File: config.mk
export PLATFORM = sky130hd
export DESIGN_NAME = muldiv_ctrl_flat
export DESIGN_NICKNAME = d
export VERILOG_FILES = /design/src/rtl/muldiv_pkg.sv /design/src/rtl/muldiv_ctrl_if.sv /design/src/rtl/muldiv_watchdog.sv /design/src/rtl/muldiv_ctrl.sv /design/src/flat_wrapper.sv
export SDC_FILE = /design/constraint.sdc
export NUM_CORES = 1
export LEC_CHECK = 0
export ABC_AREA = 1
export ABC_CLOCK_PERIOD_IN_PS = 2800
export CORE_MARGIN = 5
export CORE_UTILIZATION = 30
export CTS_BUF_LIST = sky130_fd_sc_hd__clkbuf_8
export DETAILED_ROUTE_END_ITERATION = 16
export GPL_TIMING_DRIVEN = 0
export PLACE_DENSITY = 0.83
export SLEW_MARGIN = 20
export SYNTH_ARGS = -nofsm -noshare
export SYNTH_HDL_FRONTEND = slang
export SYNTH_SLANG_ARGS = --single-unit
File: constraint.sdc
create_clock -name clk -period 2.8 [get_ports clk]
set_clock_uncertainty 0.15 [all_clocks]
set_input_delay 0.42 -clock clk [delete_from_list [all_inputs] [get_ports clk]]
set_output_delay 0.42 -clock clk [all_outputs]
set_load 0.03 [all_outputs]
File: src/rtl/muldiv_pkg.sv
// Shared types and constants for the MULT/DIV sequencer.
package muldiv_pkg;

  localparam int unsigned DATA_W = 32;

  localparam logic MULDIV_OP_MULT = 1'b0;
  localparam logic MULDIV_OP_DIV  = 1'b1;

  typedef enum logic [1:0] {
    IDLE  = 2'd0,
    START = 2'd1,
    RUN   = 2'd2,
    WRITE = 2'd3
  } state_t;

endpackage

File: src/rtl/muldiv_ctrl_if.sv
// Request, arithmetic-unit and HI/LO steering signals of the MULT/DIV sequencer.
// slave: the sequencer; master: control FSM plus multiplier/divider side.
interface muldiv_ctrl_if;
  import muldiv_pkg::*;

  logic              req_valid;
  logic              req_op;
  logic              req_ready;
  logic [DATA_W-1:0] divisor;
  logic              mult_start;
  logic              mult_end;
  logic              div_start;
  logic              div_end;
  logic              hi_ctrl;
  logic              lo_ctrl;
  logic              hilo_write;
  logic              busy;
  logic              done;
  logic              div_zero;
  logic              hilo_rd_req;
  logic              stall;
  logic              timeout;

  modport slave (
    input  req_valid, req_op, divisor, mult_end, div_end, hilo_rd_req,
    output req_ready, mult_start, div_start, hi_ctrl, lo_ctrl,
           hilo_write, busy, done, div_zero, stall, timeout
  );

  modport master (
    output req_valid, req_op, divisor, mult_end, div_end, hilo_rd_req,
    input  req_ready, mult_start, div_start, hi_ctrl, lo_ctrl,
           hilo_write, busy, done, div_zero, stall, timeout
  );

endinterface

File: src/rtl/muldiv_watchdog.sv
// RUN-cycle counter; expire_c flags the cycle in which the count reaches MAX_CYCLES.
module muldiv_watchdog #(
  parameter int unsigned MAX_CYCLES = 40,
  parameter int unsigned CNT_W      = 6
) (
  input  logic clk,
  input  logic rst,
  input  logic clr,
  input  logic en,
  output logic expire_c
);

  logic [CNT_W-1:0] cnt_q;

  // Clear on entry to RUN, count every RUN cycle.
  always_ff @(posedge clk) begin
    if (rst || clr) begin
      cnt_q <= '0;
    end else if (en) begin
      cnt_q <= cnt_q + CNT_W'(1);
    end
  end

  assign expire_c = en && (cnt_q == CNT_W'(MAX_CYCLES - 1));

endmodule

File: src/rtl/muldiv_ctrl.sv
// Sequencer for the iterative multiplier/divider: start pulse, wait for end,
// steer HI/LO muxes and load them once. Raises divide-by-zero before a DIV
// starts and stalls MFHI/MFLO while busy.
// Optional RUN watchdog compiled in with MULDIV_WATCHDOG_EN.
module muldiv_ctrl
  import muldiv_pkg::*;
#(
  parameter int unsigned MAX_CYCLES = 40,
  parameter int unsigned CNT_W      = 6
) (
  input  logic          clk,
  input  logic          rst,
  muldiv_ctrl_if.slave  bus
);

  // Elaboration guard: the watchdog limit must fit the counter.
  if (64'(MAX_CYCLES) >= (64'd1 << CNT_W)) begin : g_cfg_check
    $error("muldiv_ctrl: MAX_CYCLES must be below 2**CNT_W");
  end

  state_t state_q, state_d;
  logic   op_q, op_d;
  logic   div_zero_q, div_zero_d;
  logic   end_sel_c;
  logic   expire_c;

  assign end_sel_c = (op_q == MULDIV_OP_DIV) ? bus.div_end : bus.mult_end;

  // Next-state decode; end signals are only looked at in RUN.
  always_comb begin
    state_d    = state_q;
    op_d       = op_q;
    div_zero_d = 1'b0;
    case (state_q)
      IDLE: begin
        if (bus.req_valid) begin
          if (bus.req_op == MULDIV_OP_DIV && bus.divisor == '0) begin
            div_zero_d = 1'b1;
          end else begin
            op_d    = bus.req_op;
            state_d = START;
          end
        end
      end
      START: state_d = RUN;
      RUN: begin
        if (end_sel_c) begin
          state_d = WRITE;
        end else if (expire_c) begin
          state_d = IDLE;
        end
      end
      WRITE:   state_d = IDLE;
      default: state_d = IDLE;
    endcase
  end

  // State, latched op and exception register.
  always_ff @(posedge clk) begin
    if (rst) begin
      state_q    <= IDLE;
      op_q       <= MULDIV_OP_MULT;
      div_zero_q <= 1'b0;
    end else begin
      state_q    <= state_d;
      op_q       <= op_d;
      div_zero_q <= div_zero_d;
    end
  end

`ifdef MULDIV_WATCHDOG_EN
  logic timeout_q;

  muldiv_watchdog #(
    .MAX_CYCLES (MAX_CYCLES),
    .CNT_W      (CNT_W)
  ) u_watchdog (
    .clk      (clk),
    .rst      (rst),
    .clr      (state_q == START),
    .en       (state_q == RUN),
    .expire_c (expire_c)
  );

  // An end arriving with the limit wins; timeout only on a true expiry.
  always_ff @(posedge clk) begin
    if (rst) begin
      timeout_q <= 1'b0;
    end else begin
      timeout_q <= (state_q == RUN) && !end_sel_c && expire_c;
    end
  end

  assign bus.timeout = timeout_q;
`else
  assign expire_c    = 1'b0;
  assign bus.timeout = 1'b0;
`endif

  // Outputs decoded from the state register.
  assign bus.req_ready  = (state_q == IDLE);
  assign bus.busy       = (state_q != IDLE);
  assign bus.mult_start = (state_q == START) && (op_q == MULDIV_OP_MULT);
  assign bus.div_start  = (state_q == START) && (op_q == MULDIV_OP_DIV);
  assign bus.hi_ctrl    = (state_q != IDLE) && op_q;
  assign bus.lo_ctrl    = (state_q != IDLE) && op_q;
  assign bus.hilo_write = (state_q == WRITE);
  assign bus.done       = (state_q == WRITE);
  assign bus.div_zero   = div_zero_q;
  assign bus.stall      = bus.hilo_rd_req && (state_q != IDLE);

endmodule

File: src/flat_wrapper.sv
// flat-port wrapper written by rule: the top's interface ports become plain ports
module muldiv_ctrl_flat import muldiv_pkg::*;
#(
  parameter int unsigned MAX_CYCLES = 40,
  parameter int unsigned CNT_W      = 6
)
  (clk, rst, bus_req_valid, bus_req_op, bus_divisor, bus_mult_end, bus_div_end, bus_hilo_rd_req, bus_req_ready, bus_mult_start, bus_div_start, bus_hi_ctrl, bus_lo_ctrl, bus_hilo_write, bus_busy, bus_done, bus_div_zero, bus_stall, bus_timeout);
  muldiv_ctrl_if bus_i ();
  input  logic clk;
  input  logic rst;
  input wire logic [$bits(bus_i.req_valid)-1:0] bus_req_valid;
  input wire logic [$bits(bus_i.req_op)-1:0] bus_req_op;
  input wire logic [$bits(bus_i.divisor)-1:0] bus_divisor;
  input wire logic [$bits(bus_i.mult_end)-1:0] bus_mult_end;
  input wire logic [$bits(bus_i.div_end)-1:0] bus_div_end;
  input wire logic [$bits(bus_i.hilo_rd_req)-1:0] bus_hilo_rd_req;
  output wire logic [$bits(bus_i.req_ready)-1:0] bus_req_ready;
  output wire logic [$bits(bus_i.mult_start)-1:0] bus_mult_start;
  output wire logic [$bits(bus_i.div_start)-1:0] bus_div_start;
  output wire logic [$bits(bus_i.hi_ctrl)-1:0] bus_hi_ctrl;
  output wire logic [$bits(bus_i.lo_ctrl)-1:0] bus_lo_ctrl;
  output wire logic [$bits(bus_i.hilo_write)-1:0] bus_hilo_write;
  output wire logic [$bits(bus_i.busy)-1:0] bus_busy;
  output wire logic [$bits(bus_i.done)-1:0] bus_done;
  output wire logic [$bits(bus_i.div_zero)-1:0] bus_div_zero;
  output wire logic [$bits(bus_i.stall)-1:0] bus_stall;
  output wire logic [$bits(bus_i.timeout)-1:0] bus_timeout;
  assign bus_i.req_valid = bus_req_valid;
  assign bus_i.req_op = bus_req_op;
  assign bus_i.divisor = bus_divisor;
  assign bus_i.mult_end = bus_mult_end;
  assign bus_i.div_end = bus_div_end;
  assign bus_i.hilo_rd_req = bus_hilo_rd_req;
  assign bus_req_ready = bus_i.req_ready;
  assign bus_mult_start = bus_i.mult_start;
  assign bus_div_start = bus_i.div_start;
  assign bus_hi_ctrl = bus_i.hi_ctrl;
  assign bus_lo_ctrl = bus_i.lo_ctrl;
  assign bus_hilo_write = bus_i.hilo_write;
  assign bus_busy = bus_i.busy;
  assign bus_done = bus_i.done;
  assign bus_div_zero = bus_i.div_zero;
  assign bus_stall = bus_i.stall;
  assign bus_timeout = bus_i.timeout;
  muldiv_ctrl #(.MAX_CYCLES(MAX_CYCLES), .CNT_W(CNT_W)) u_core (.clk(clk), .rst(rst), .bus(bus_i));
endmodule
Word level (Yosys, flattened, before mapping)
Index checks and enable logic that the tools add are counted.
- register bits after elaboration: 4
- output and inout port bits: 11
- logic and storage cells: 30
- eq/ne operators: 6
- muxes and demuxes: 6
- bitwise logic cells: 4
- reduce and logical (&&, ||, !) cells: 11
- operators with widths (cell ; number):
    $logic_not A32 Y1 ; 1
    $pmux W2 S4 ; 1
    $mux W2 ; 3
    $reduce_and A3 Y1 ; 2
    $logic_and A1 B1 Y1 ; 5
    $eq A2 B2 Y1 const B ; 2
    $ne A2 B2 Y1 const B ; 2
    $not A1 Y1 ; 4
    $reduce_or A3 Y1 ; 1
    $eq A2 B1 Y1 const B ; 1
    $logic_not A2 Y1 ; 1
    $mux W1 ; 2
    $ne A2 B1 Y1 const B ; 1
    $reduce_bool A2 Y1 ; 1

Depth between registers and ports, before layout
- word-level depth: 5
- gate-level depth with buffers: 8
- gate-level depth less buffers: 8

Worst setup path after synthesis
Ideal clock, no wire load.
- path type: register to output
- start: reg u_core.state_q[0]
- end: out bus_lo_ctrl
- arrival time: 1524 ps
- required time: 2230 ps
- slack: 706 ps
- cell stages (with the launch flop): 5
- path buffers: 1
- cells stage by stage: dfxtp_1 > inv_1 > ha_1 > nor2_1 > buf_4
- longest elaborated chain between the ends: 2
- RTL lines (element ; line ; text):
    start: declaration ; muldiv_ctrl.sv:21 ; state_t state_q, state_d;
    start signal: assignment ; muldiv_ctrl.sv:65 ; state_q <= state_d;
    $reduce_bool A2 Y1 ; -- ;
    $logic_and A1 B1 Y1 ; -- ;
    end: declaration ; flat_wrapper.sv:21 ; output wire logic [$bits(bus_i.lo_ctrl)-1:0] bus_lo_ctrl;
Every way passes these cells.

Worst setup path in the final report
- start: reg u_core.state_q[0]
- end: out bus_lo_ctrl
- longest elaborated chain between the ends: 2
- RTL lines (element ; line ; text):
    $reduce_bool A2 Y1 ; muldiv_ctrl.sv:106 ; assign bus.lo_ctrl = (state_q != IDLE) && op_q;
    $logic_and A1 B1 Y1 ; muldiv_ctrl.sv:106 ;
Every way passes these cells.

==> flow_summary.yaml <==
synth:
  synth_sequential_area_ratio_pct: 18.18
  yosys_top_cell_by_area: "nor2_1"
  netlist-cell-type-count: 14
  area_share_of_the_largest_cell_type_after_synthesis_pct: 19.60
  synth_area_leaders: "nor2_1, dfxtp_1, nand2_1, ha_1, inv_1"
  synthCells: 77
  synth_nets: 120
  syn-mean-instance-area_um2: 5.720
  synthesis.yosys.warnings: 0
  synth.ff_latch_count: 4
  netlist_area_um2: 440.4
layout:
  n_antenna_cell: 0
  finish.cell_count_without_fillers: 143
  syn_to_final_growth_pct: 122.7
  nets: 173
  drive_gt1_share_pct: 10.16
  final_design_area_no_fill_um2: 980.9
  most-common-layout-cells: "clkdlybuf4s50_1, nor2_1, nand2_1, inv_1"
  layout_commonest_cell: "clkdlybuf4s50_1"
pwr:
  power_density_nw_per_um2: 626.8
  peakVddDrop_uv: 355.1
  power_leakage_nw: 0.4315
clock_tree:
  numCtsBuffers: 3
  cts.path.max_buffers: 2
  cts-resized-gates: 0
  cts_tree: "done"
  clk_pin_slew_ps: 30
  ctsRootBufferMaster: "clkbuf_8"
  clock_insertion_delay_worst_skew_ps: 220
  hold_buffers: 0
  tritoncts_num_sinks: 4
  htreeDepth: 1
  cts_setup_buffers: 0
sta:
  tns_ps: 0
  period_share_pct: 86.69
  report.final.slew_viol_count: 0
  final_period_demand_of_the_worst_path_ps: 2427
  rsz0062_at_grt: "false"
  timing.final.hold_violations: 0
  report.final.setup_viol: 0
  max_clock_freq_ghz: 0.4120
  post_route_worst_hold_slack_ps: 370.9
detailed_routing:
  routed_via_density: 4.378
  dr.pass1.iters: 4
  ant_nets: 0
  dr_total_vias: 626
  finalWirelength_um: 1466
  drt-wirelength-per-cell_um: 10.25
  drc_errors: 0
  drt_iter0_markers: 6
placed_design:
  placed_cell_area_um2: 939.7
  dp.cells: 140
  port-buffer-count: 48
  post-dp-hpwl_um: 1297
  routabilityCongestion: 0.7048
run:
  max-cap-violations: 0
critical_path:
  critPathMaxFanout: 6
  worstPathRequired_ps: 2230
  crit_type: "flop to output port"
  cp_num_buf_inv: 3
  critical_path_cell_list: "inv_1 > ha_1 > nor2_1 > buf_4 > clkdlybuf4s50_1"
  data_arrival_time_of_the_worst_path_ps: 1860
  critical_path_cell_count: 5
  cpMaxStageDelayCell: "clkdlybuf4s50_1"
  critical_path.startpoint_type: "flop"
  crit_path_max_delay_family: "buffers and inverters"
  r2r_cells: 7
  timing.critical_path.slowest_cell_delay_ps: 650
  critical_path.endpoint_type: "output port"
grt:
  gr-total-overflow: 0
  grt_start_max_net_pins: 7
  all_layer_global_routing_usage_pct: 12.05
  grt_antenna_before_repair: 0
  first_global_vias: 609
  wire_length_of_the_first_global_routing_pass_um: 2277
floorplan:
  die_area_um2: 2334
  placementRows: 13
  die_y_um: 48.32
  num_io_pins: 50
  die_w_um: 48.32
  placeableCoreArea_um2: 1350
  floorplan.initialDensity_pct: 32.62
hold_path:
  timing.hold.worst_path_depth: 2
  hold_path.class: "flop to flop"
outcome:
  outcome: "complete, no violations"
-- worst reg2reg max path, cell delays in order (launching register included) --
cell	delay, ps
dfxtp_1	340
inv_1	90
ha_1	220
nand3_1	120
nand2_1	50
o21bai_2	200
a21oi_1	130
nor2_1	50
-- per-stage QoR --
| step | power [mW] | util, % | setup slack (ps) |
|---|---|---|---|
| floorplan | 0.3241 | - | 706.3 |
| global placement | 0.4816 | 69.60 | 584.7 |
| detailed placement | 0.4904 | 69.60 | 575.6 |
| CTS | 0.6189 | 72.66 | 357.3 |
| global route | 0.6597 | 72.66 | 257.7 |
| finish | 0.6149 | 72.66 | 372.8 |
-- final timing paths --
path	from	slack (ps)	to
setup / recovery	u_core.state_q[0]$_SDFFE_PP0P_	370	bus_lo_ctrl
setup reg to reg	u_core.state_q[0]$_SDFFE_PP0P_	1330	u_core.state_q[1]$_SDFFE_PP0P_
hold / removal	u_core.op_q$_SDFFE_PP0P_	370	u_core.op_q$_SDFFE_PP0P_
hold reg to reg	u_core.op_q$_SDFFE_PP0P_	370	u_core.op_q$_SDFFE_PP0P_
-- sequential cells by signal (all words and copies together), names as in the netlist --
name                 count
u_core.bus.div_zero      1
u_core.op_q              1
u_core.state_q           2
-- Yosys cell counts --
| cell | count |
|---|---|
| nand3_2 | 2 |
| nor4_1 | 1 |
| o21ai_0 | 1 |
| nor2_1 | 23 |
| nor2_2 | 4 |
| conb_1 | 1 |
| a21oi_1 | 2 |
| nand2_1 | 17 |
| buf_4 | 3 |
| dfxtp_1 | 4 |
| nand3_1 | 3 |
| ha_1 | 4 |
| o21bai_2 | 1 |
| inv_1 | 11 |
-- per-layer routing --
| layer | share of wire (%) | global-route usage, % | wire length (µm) |
|---|---|---|---|
| met5 | 0 | 0 | 0 |
| met4 | 1.4 | 6.912 | 21 |
| met3 | 12 | 5.810 | 180 |
| met2 | 49 | 21.30 | 719 |
| met1 | 37 | 10.95 | 544 |
-- where the power goes --
group / internal [mW] / switching, mW / total, mW
sequential: 0.0746 / 0.0137 / 0.0883
clock: 0.0914 / 0.0278 / 0.119
combinational: 0.185 / 0.222 / 0.407
-- kinds of logic (layout without fill, tap and decap cells) --
| logic type | after synthesis | count (layout) | share of synthesized area [%] |
|---|---|---|---|
| and+or+nand+nor | 50 | 50 | 49.15 |
| buffers and inverters | 14 | 65 | 14.49 |
| adders and majority gates | 4 | 4 | 11.36 |
| AOI/OAI and AO/OA | 4 | 4 | 5.965 |
| DFF | 4 | 4 | 18.18 |
| other | 1 | 1 | 0.8515 |
-- final cells by class --
type | count | area [µm²]
buffer | 3 | 22.52
tap | 15 | 18.77
timing repair buffer | 48 | 480.5
sequential | 4 | 80.08
clock buffer | 3 | 41.29
inverter | 11 | 41.29
multi-input combinational | 59 | 296.5
fill | 111 | 369.1
(Power assumes the default switching activity.)
